## config.mk

```make
export PLATFORM = sky130hd
export DESIGN_NAME = fifo_flat
export DESIGN_NICKNAME = d
export VERILOG_FILES = /design/src/rtl/fifo_if.sv /design/src/rtl/fifo.sv /design/src/flat_wrapper.sv
export SDC_FILE = /design/constraint.sdc
export NUM_CORES = 1
export LEC_CHECK = 0
export ABC_AREA = 1
export CAP_MARGIN = 20
export CORE_ASPECT_RATIO = 0.6
export CORE_MARGIN = 2
export CORE_UTILIZATION = 45
export CTS_CLUSTER_DIAMETER = 200
export DETAILED_ROUTE_END_ITERATION = 8
export MAX_ROUTING_LAYER = met4
export PLACE_DENSITY = 0.66
export SYNTH_ARGS = -nofsm -noshare
export SYNTH_HDL_FRONTEND = slang
export SYNTH_SLANG_ARGS = --single-unit
```

## constraint.sdc

```tcl
create_clock -name clk -period 5.61 [get_ports clk]
set_clock_uncertainty 0.2 [all_clocks]
set_input_delay 0.8415 -clock clk [delete_from_list [all_inputs] [get_ports clk]]
set_output_delay 0.8415 -clock clk [all_outputs]
set_load 0.02 [all_outputs]
```

## src/rtl/fifo_if.sv

```systemverilog
// rtl/fifo_if.sv - producer/consumer handshake bundle for the fifo
interface fifo_if #(
  parameter int DATA_WIDTH = 32
);
  logic [DATA_WIDTH-1:0] data_write;
  logic                  write;
  logic                  full;
  logic                  almost_full;
  logic [DATA_WIDTH-1:0] data_read;
  logic                  next_read;
  logic                  empty;

  modport master (
    output data_write, write, next_read,
    input  full, almost_full, data_read, empty
  );

  modport slave (
    input  data_write, write, next_read,
    output full, almost_full, data_read, empty
  );
endinterface

```

## src/rtl/fifo.sv

```systemverilog
// rtl/fifo.sv - single-clock first-word-fall-through fifo with full/almost_full/empty status
module fifo #(
  parameter int NUM_SLOTS     = 4,
  parameter int LOG_NUM_SLOTS = 2,
  parameter int DATA_WIDTH    = 32
) (
  input logic   clk,
  input logic   rst,
  fifo_if.slave bus
);
  localparam logic [LOG_NUM_SLOTS:0]   SLOTS_C  = (LOG_NUM_SLOTS+1)'(NUM_SLOTS);
  localparam logic [LOG_NUM_SLOTS:0]   ALMOST_C = (LOG_NUM_SLOTS+1)'(NUM_SLOTS - 1);
  localparam logic [LOG_NUM_SLOTS-1:0] LAST_PTR = LOG_NUM_SLOTS'(NUM_SLOTS - 1);

  logic [DATA_WIDTH-1:0]    storage [NUM_SLOTS];
  logic [LOG_NUM_SLOTS-1:0] wr_ptr;
  logic [LOG_NUM_SLOTS-1:0] rd_ptr;
  logic [LOG_NUM_SLOTS:0]   count;
  logic                     full_i;
  logic                     empty_i;
  logic                     wr_acc;
  logic                     rd_acc;

  // Explicit wrap so depths that are not a power of two still cycle correctly.
  function automatic logic [LOG_NUM_SLOTS-1:0] ptr_inc(input logic [LOG_NUM_SLOTS-1:0] p);
    return (p == LAST_PTR) ? '0 : p + 1'b1;
  endfunction

  assign empty_i = (count == '0);
  assign full_i  = (count == SLOTS_C);
  assign wr_acc  = bus.write & ~full_i;
  assign rd_acc  = bus.next_read & ~empty_i;

  always_ff @(posedge clk) begin
    if (!rst) begin
      wr_ptr <= '0;
      rd_ptr <= '0;
      count  <= '0;
      for (int i = 0; i < NUM_SLOTS; i++) begin
        storage[i] <= '0;
      end
    end else begin
      if (wr_acc) begin
        storage[wr_ptr] <= bus.data_write;
        wr_ptr          <= ptr_inc(wr_ptr);
      end
      if (rd_acc) begin
        rd_ptr <= ptr_inc(rd_ptr);
      end
      case ({wr_acc, rd_acc})
        2'b10:   count <= count + 1'b1;
        2'b01:   count <= count - 1'b1;
        default: count <= count;
      endcase
    end
  end

  assign bus.data_read   = storage[rd_ptr];
  assign bus.empty       = empty_i;
  assign bus.full        = full_i;
  assign bus.almost_full = (count == ALMOST_C);
endmodule

```

## src/flat_wrapper.sv

```systemverilog
// flat-port wrapper written by rule: the top's interface ports become plain ports
module fifo_flat 
#(
  parameter int NUM_SLOTS     = 4,
  parameter int LOG_NUM_SLOTS = 2,
  parameter int DATA_WIDTH    = 32
)
  (clk, rst, bus_data_write, bus_write, bus_next_read, bus_full, bus_almost_full, bus_data_read, bus_empty);
  fifo_if #(.DATA_WIDTH(DATA_WIDTH)) bus_i ();
  input logic clk;
  input logic rst;
  input wire logic [$bits(bus_i.data_write)-1:0] bus_data_write;
  input wire logic [$bits(bus_i.write)-1:0] bus_write;
  input wire logic [$bits(bus_i.next_read)-1:0] bus_next_read;
  output wire logic [$bits(bus_i.full)-1:0] bus_full;
  output wire logic [$bits(bus_i.almost_full)-1:0] bus_almost_full;
  output wire logic [$bits(bus_i.data_read)-1:0] bus_data_read;
  output wire logic [$bits(bus_i.empty)-1:0] bus_empty;
  assign bus_i.data_write = bus_data_write;
  assign bus_i.write = bus_write;
  assign bus_i.next_read = bus_next_read;
  assign bus_full = bus_i.full;
  assign bus_almost_full = bus_i.almost_full;
  assign bus_data_read = bus_i.data_read;
  assign bus_empty = bus_i.empty;
  fifo #(.NUM_SLOTS(NUM_SLOTS), .LOG_NUM_SLOTS(LOG_NUM_SLOTS), .DATA_WIDTH(DATA_WIDTH)) u_core (.clk(clk), .rst(rst), .bus(bus_i));
endmodule
```

* Yosys cells after proc, flatten, opt, wreduce, memory -nomap -nowiden
Memories as Yosys holds them, arrays and structs flattened. A register that Yosys moved wholly into a read port is not among the register bits.
Index checks and enable logic that the tools add are counted.
** Storage, ports and cells
- Bits in writable memories :: 128
- Memories :: 1
- Logic and storage cells :: 33
- Input port bits :: 36
- Output and inout port bits :: 35
- Flip-flop bits (word level) :: 7
** Operators by class
- Equality and inequality tests :: 6
- Bitwise operators :: 4
- Mux-type cells :: 12
- $add $sub $neg :: 4
- Reductions and logical operators :: 3
** Memories
- u_core.storage :: words 4, width 32, read ports 1, clocked after Yosys merged registers in 1, wr ports 4, line fifo.sv:15 : logic [DATA_WIDTH-1:0] storage [NUM_SLOTS];
** Operator list (number)
- $mux W32 :: 1
- $reduce_or A32 Y1 :: 1
- $mux W2 :: 5
- $eq A2 B2 Y1 const B :: 3
- $pmux W3 S2 :: 1
- $mux W1 :: 5
- $add A2 B1 Y2 const B :: 2
- $add A3 B1 Y3 const B :: 1
- $eq A3 B2 Y1 const B :: 1
- $eq A3 B3 Y1 const B :: 1
- $logic_not A3 Y1 :: 1
- $sub A3 B1 Y3 const B :: 1
- $and A1 B1 Y1 :: 2
- $eq A2 B1 Y1 const B :: 1
- $not A1 Y1 :: 2
- $reduce_bool A2 Y1 :: 1

* Longest topological paths before layout
Gate-level depths: netlist of run 1.
- Word-level depth :: 8
- Depth in mapped cells :: 13
- Mapped depth without buffers :: 13

* Worst setup path before layout of run 1
OpenSTA, ideal clock, no wires.
- Path kind :: input to register
- Start point :: input port rst
- End point :: memory u_core.storage[0][0], enable pin
- Required time :: 4.944 ns
- Stages on the path :: 3
- Data arrival time :: 3.426 ns
- Setup time :: 0.466 ns
- Path slack :: 1.518 ns
- Buffers on the path :: 1
- Path through :: nand4_2 -> buf_6 -> o21ai_0
** RTL lines
- start, declared :: line flat_wrapper.sv:11 : input logic rst;
- end, declared :: line fifo.sv:15

==> results of run 1 <==
## layer usage
metal  GRT usage  vias up
met5           -        -
met4     0.06404        0
met3     0.05673       10
met2      0.3117      149
met1      0.3054     2142
li1            -     2097
## state kept, by name, indices dropped and copies added, names as in the netlist, named ones only
register and count:
u_core.count 3, u_core.rd_ptr 2, u_core.wr_ptr 2, u_core.storage 128
## where the power goes
group,internal [W],switching [W]
Combinational,0.000457,0.000742
Sequential,0.00127,0.0000588
Clock,0.000645,0.000414
Total,0.00237,0.00121
## worst min path at each step
stage	start	end	cells past startpoint
global route	u_core.rd_ptr[0]	flop	2
finish	u_core.rd_ptr[1]	flop	2
floorplan	u_core.rd_ptr[1]	flop	2
CTS	u_core.rd_ptr[1]	u_core.rd_ptr[1]	2
detailed placement	u_core.rd_ptr[1]	flop	2
global placement	u_core.rd_ptr[1]	u_core.rd_ptr[1]	2
## metrics by stage
stage               worst slack, ns  hold WS (ns)  instance area (um^2)  total power [W]
floorplan                     1.518        0.2817                  6107         0.002033
global placement              1.559        0.3007                  6920         0.002493
detailed placement            1.447        0.3057                  6948         0.002520
CTS                           1.457        0.3178                  7492         0.003571
global route                  1.297        0.3434                  7567         0.003753
finish                        1.491        0.3209                  7567         0.003588
## area by class of cell
class | instances | share of cell area
clock inverters | 10 | 0.01372
multi-input cells | 329 | 0.2318
repair buffers | 81 | 0.1131
inverters | 46 | 0.02298
well taps | 170 | 0.02811
clock buffers | 21 | 0.05820
flip-flops and latches | 137 | 0.5321
## placed cells by master, fill, tap and decap left out, types with 2 or more instances in the layout
cell	n
clkinv_1	3
clkinv_2	5
buf_16	3
clkbuf_16	17
dfxtp_1	7
inv_1	43
o22ai_1	32
nand3_1	3
edfxtp_1	128
bufinv_16	2
nor3_2	20
clkbuf_1	4
o21ai_4	3
buf_4	7
clkdlybuf4s50_1	70
a21oi_1	2
o21ai_1	3
dfxtp_2	2
ha_1	3
nor2_1	104
nand2_1	9
nor3_1	77
o21ai_0	67
## cells by family after synthesis
group / count (synthesis) / synth area share
and+or+nand+nor: 218 / 0.1754
DFF: 137 / 0.6589
AOI/OAI and AO/OA: 107 / 0.09424
buffers and inverters: 89 / 0.06207
adders and majority gates: 4 / 0.009425
## critical path: cells and delay by family, from the launching register on
family | cells | cell delay [ns]
buffers and inverters | 3 | 1.81
DFF | 1 | 0.31
AOI/OAI and AO/OA | 2 | 0.52
==> run metrics, run 1 <==
status=finished clean; Yosys cell types=23; die width=between 150 and 200 um; setup TNS=0 ns; Post-Syn Nets=595; Final Max Tran Viols=0; commonest register cell after synthesis=edfxtp_1; Final min period=~4.1 ns; DR top layer=met4; post-DP HPWL=8.260 mm; Worst Tran Pin Value=1.034 ns; ANT nets after route=0; area growth from synthesis to layout=23.91%; cell accounting for the most synthesized area=edfxtp_1; maxcap violations=0; Hold Fails Final Rpt=0; Pwr per Cell Area=474.1 nW/um^2; Layout Nets=652; CP Class=reg2out; Synth warnings=0; drt pass-1 iters=5; RSZ-0062 raised after global routing=false; vias in the first global route=4341; CP max-delay cell=inv_2; reg2reg path depth=6; CP cell instances=buf_4, inv_2, o21ai_0, o22ai_1, clkdlybuf4s50_1; # setup viols final=0; routability-driven placement congestion ratio=0.7892; Chip Height=94.24 um; wl on met1=between 7 and 8 mm; DRC viols=0; total CTS buffers=17; Vias=between 4k and 5k; initial core utilization=0.4679; largest stage delay on the critical path=0.82 ns; most frequent cells after synthesis=edfxtp_1, nor2_1, nor3_1; Crit Reg-Reg Endpoint=u_core.storage[3][6]; Layout Utilization=0.5798; layout cells sized above 1=0.1074; Worst EP required=4.57 ns; Area contributors post-synth=edfxtp_1, nor2_1, nor3_1; die area=14550 um^2; Port-buffer cells=70; normalized max-slew margin=0.3095; peak supply drop=0.3013 mV; WL met3=932 um; # diodes=0; 1st-iter DRT viols=307; postcts setup bufs=0; Global Route Usage Sum=0.2170; share of the synthesized area in the top cell type=0.6294; first-pass GRT wire length=between 20 and 25 mm; ys async rst share=0; hold_buf cts=0; Clock Tree Buf Depth=2; largest net degree at the start of global routing=66; Synth Instances=approximately 560; flip-flop and latch area=roughly 4000 um^2; TritonCTS clock tree=done; final cell count without fillers=794; period utilisation layout=0.7342; Wirelength per Cell=18.47 um; sequential area share after synthesis=0.6589; Synth Cell Area=slightly above 6000 um^2; clk sink count=137; Critical path destination=bus_data_read[15]; area of the multi-input gates=1754 um^2; CTS clk-pin slew, worst paths=roughly 0.060 ns; # fillers=1100; vias per std cell=5.539; fmax=242.8 MHz; most numerous cell in the Yosys netlist=edfxtp_1; final wirelength=between 10 and 15 mm; FF-to-FF Start=u_core.wr_ptr[1]; core footprint=13050 um^2; register-to-register setup slack=1.84 ns; post-CTS sizing=0; syn_area_per_cell=11.00 um^2; Pleak=about 2.8 nW; number of enable flip-flop cells after synthesis=128; CTS H-tree lvls=4; initial antenna violation count=0; CTS Root Cell=clkbuf_16; HP Class=reg2reg; #FFs+latches synth=137; crit path max fanout=65; placed insts=760; startpoint types=flop; later-pin clock latency in the skew report=0.41 ns; global route total overflow=0; CP endpoint kind=output port; # IOs=71; met2 WL=6.288 mm; Core Rows=32; crit path DAT=3.08 ns
(Power assumes the default switching activity.)
==> inputs of run 2 (changes only) <==
--- a/config.mk
+++ b/config.mk
@@ -13,7 +13,7 @@
 export CTS_CLUSTER_DIAMETER = 200
 export DETAILED_ROUTE_END_ITERATION = 8
 export MAX_ROUTING_LAYER = met4
-export PLACE_DENSITY = 0.66
+export PLACE_DENSITY = 0.69
 export SYNTH_ARGS = -nofsm -noshare
 export SYNTH_HDL_FRONTEND = slang
 export SYNTH_SLANG_ARGS = --single-unit
==> constraint.sdc (replaced) <==
create_clock -name clk -period 3.5 [get_ports clk]
set_clock_uncertainty 0.2 [all_clocks]
set_input_delay 0.525 -clock clk [delete_from_list [all_inputs] [get_ports clk]]
set_output_delay 0.525 -clock clk [all_outputs]
set_load 0.02 [all_outputs]
==> run metrics, run 2 (synthesis results as in run 1) <==
# fillers=about 1.1k; global route total overflow=0; hold_buf cts=0; total CTS buffers=17; Int Power=0.003755 W; clock network power share=0.297; routability-driven placement congestion ratio=0.8323; # IOs=71; period utilisation layout=0.9210; Hold Fails Final Rpt=0; area of the multi-input gates=about 1800 um^2; most frequent cells in the layout=edfxtp_1, nor2_1, nor3_1, clkdlybuf4s50_1, o21ai_0; CTS Root Cell=clkbuf_16; 1st-iter DRT viols=354; biggest regs=u_core.storage x128, u_core.count x3; post-DP HPWL=9.182 mm; post-CTS sizing=0; Core Rows=32; max reg flops=between 100 and 150; # setup viols final=0; ANT nets after route=0; initial core utilization=0.4679; Final min period=approximately 3.2 ns; fmax=310.2 MHz; clk sink count=137; core footprint=13050 um^2; Layout Utilization=0.5819; Worst EP required=2.77 ns; initial antenna violation count=0; Global Route Usage Sum=0.2272; CTS H-tree lvls=4; Worst Tran Pin Value=0.7477 ns; Clock Tree Buf Depth=2; area growth from synthesis to layout=24.36%; flip-flop and latch area=4026 um^2; Vias=between 4k and 5k; Chip Height=94.24 um; most common cell after layout, fill and taps aside=edfxtp_1; Layout Nets=659; DRC viols=0; crit path DAT=2.50 ns; normalized max-slew margin=0.5001; later-pin clock latency in the skew report=approximately 0.41 ns; vias per std cell=5.724; drt pass-1 iters=5; maxcap violations=0; CP Class=reg2out; crit path max fanout=64; NetSw=0.002052 W; CTS clk-pin slew, worst paths=around 0.06 ns; startpoint types=flop; die width=154.4 um; largest net degree at the start of global routing=65; TritonCTS clock tree=done; Logic pwr share=0.340; final wirelength=15.40 mm; first-pass GRT wire length=24.23 mm; setup TNS=0 ns; placed insts=770; postcts setup bufs=0; die area=14550 um^2; status=finished clean; Wirelength per Cell=19.20 um; switching portion of total power=0.3534; vias in the first global route=4621; Port-buffer cells=70; Pwr per Cell Area=764.6 nW/um^2; Biggest register=u_core.storage; Pleak=2.839 nW; RSZ-0062 raised after global routing=false; Reg power frac=0.363; # diodes=0; Final Max Tran Viols=0; layout cells sized above 1=0.1282; CP endpoint kind=output port; HP Class=reg2reg; Final Hold Slack=0.3449 ns; peak supply drop=0.3530 mV; final cell count without fillers=roughly 800
[run 2: cell count changes in the layout (fill, tap and decap cells not counted)]
cell	change
buf_4	+9
inv_6	+6
clkbuf_1	-4
buf_16	-3
clkinv_1	-2
clkinv_2	-2
clkinv_4	+2
clkinvlp_4	+2
buf_12	+1
bufinv_16	-1
[run 2: path summary, 6_finish.rpt]
| path | start | endpoint | slack, ns | depth (start not counted) |
|---|---|---|---|---|
| setup / recovery | flop | bus_data_read[16] | 0.28 | 4 |
| hold / removal | u_core.wr_ptr[0] | u_core.wr_ptr[0] | 0.34 | 2 |
| setup reg to reg | u_core.wr_ptr[1] | u_core.storage[3][7] | 0.95 | 5 |
| hold reg to reg | u_core.wr_ptr[0] | u_core.wr_ptr[0] | 0.34 | 2 |
[run 2: worst max-delay path, stage by stage (launching register included)]
cell             delay [ns]
dfxtp_2                0.33
buf_4                  0.52
o21ai_0                0.19
o22ai_1                0.35
clkdlybuf4s50_1        0.68
[run 2: per-stage QoR]
step                      worst slack (ns)  total power (W)  instance area (um^2)
final                               0.2764         0.005807                  7595
after global routing                0.1335         0.006055                  7595
after CTS                           0.2929         0.005820                  7595
after detailed placement            0.6463         0.004101                  7028
after global placement              0.7455         0.004064                  7028
after floorplan                    -0.2755         0.003259                  6107
[run 2: final cells by class]
class / instances / area share
Multi-Input combinational cell: 329 / 0.2310
Sequential cell: 137 / 0.5301
Tap cell: 170 / 0.02801
Clock inverter: 15 / 0.01862
Inverter: 46 / 0.02290
Timing Repair Buffer: 88 / 0.1133
Clock buffer: 17 / 0.05601
[run 2: layer usage]
metal | part of all wire | vias to the layer above | track usage | routed length [um]
met3 | 0.11 | 11 | 0.06734 | 1627
met1 | 0.45 | 2227 | 0.3079 | 6982
met4 | 0.0064 | 0 | 0.06096 | 98
met2 | 0.43 | 246 | 0.3374 | 6693
li1 | - | 2107 | - | -
met5 | 0 | - | - | 0
[run 2: power groups by stage]
stage / clock network [W] / logic [W] / registers (W)
after floorplan: 0 / 0.00113 / 0.00213
after global placement: 0 / 0.00193 / 0.00213
after detailed placement: 0 / 0.00196 / 0.00214
after CTS: 0.00173 / 0.00198 / 0.00211
after global routing: 0.00180 / 0.00213 / 0.00212
final: 0.00172 / 0.00198 / 0.00211
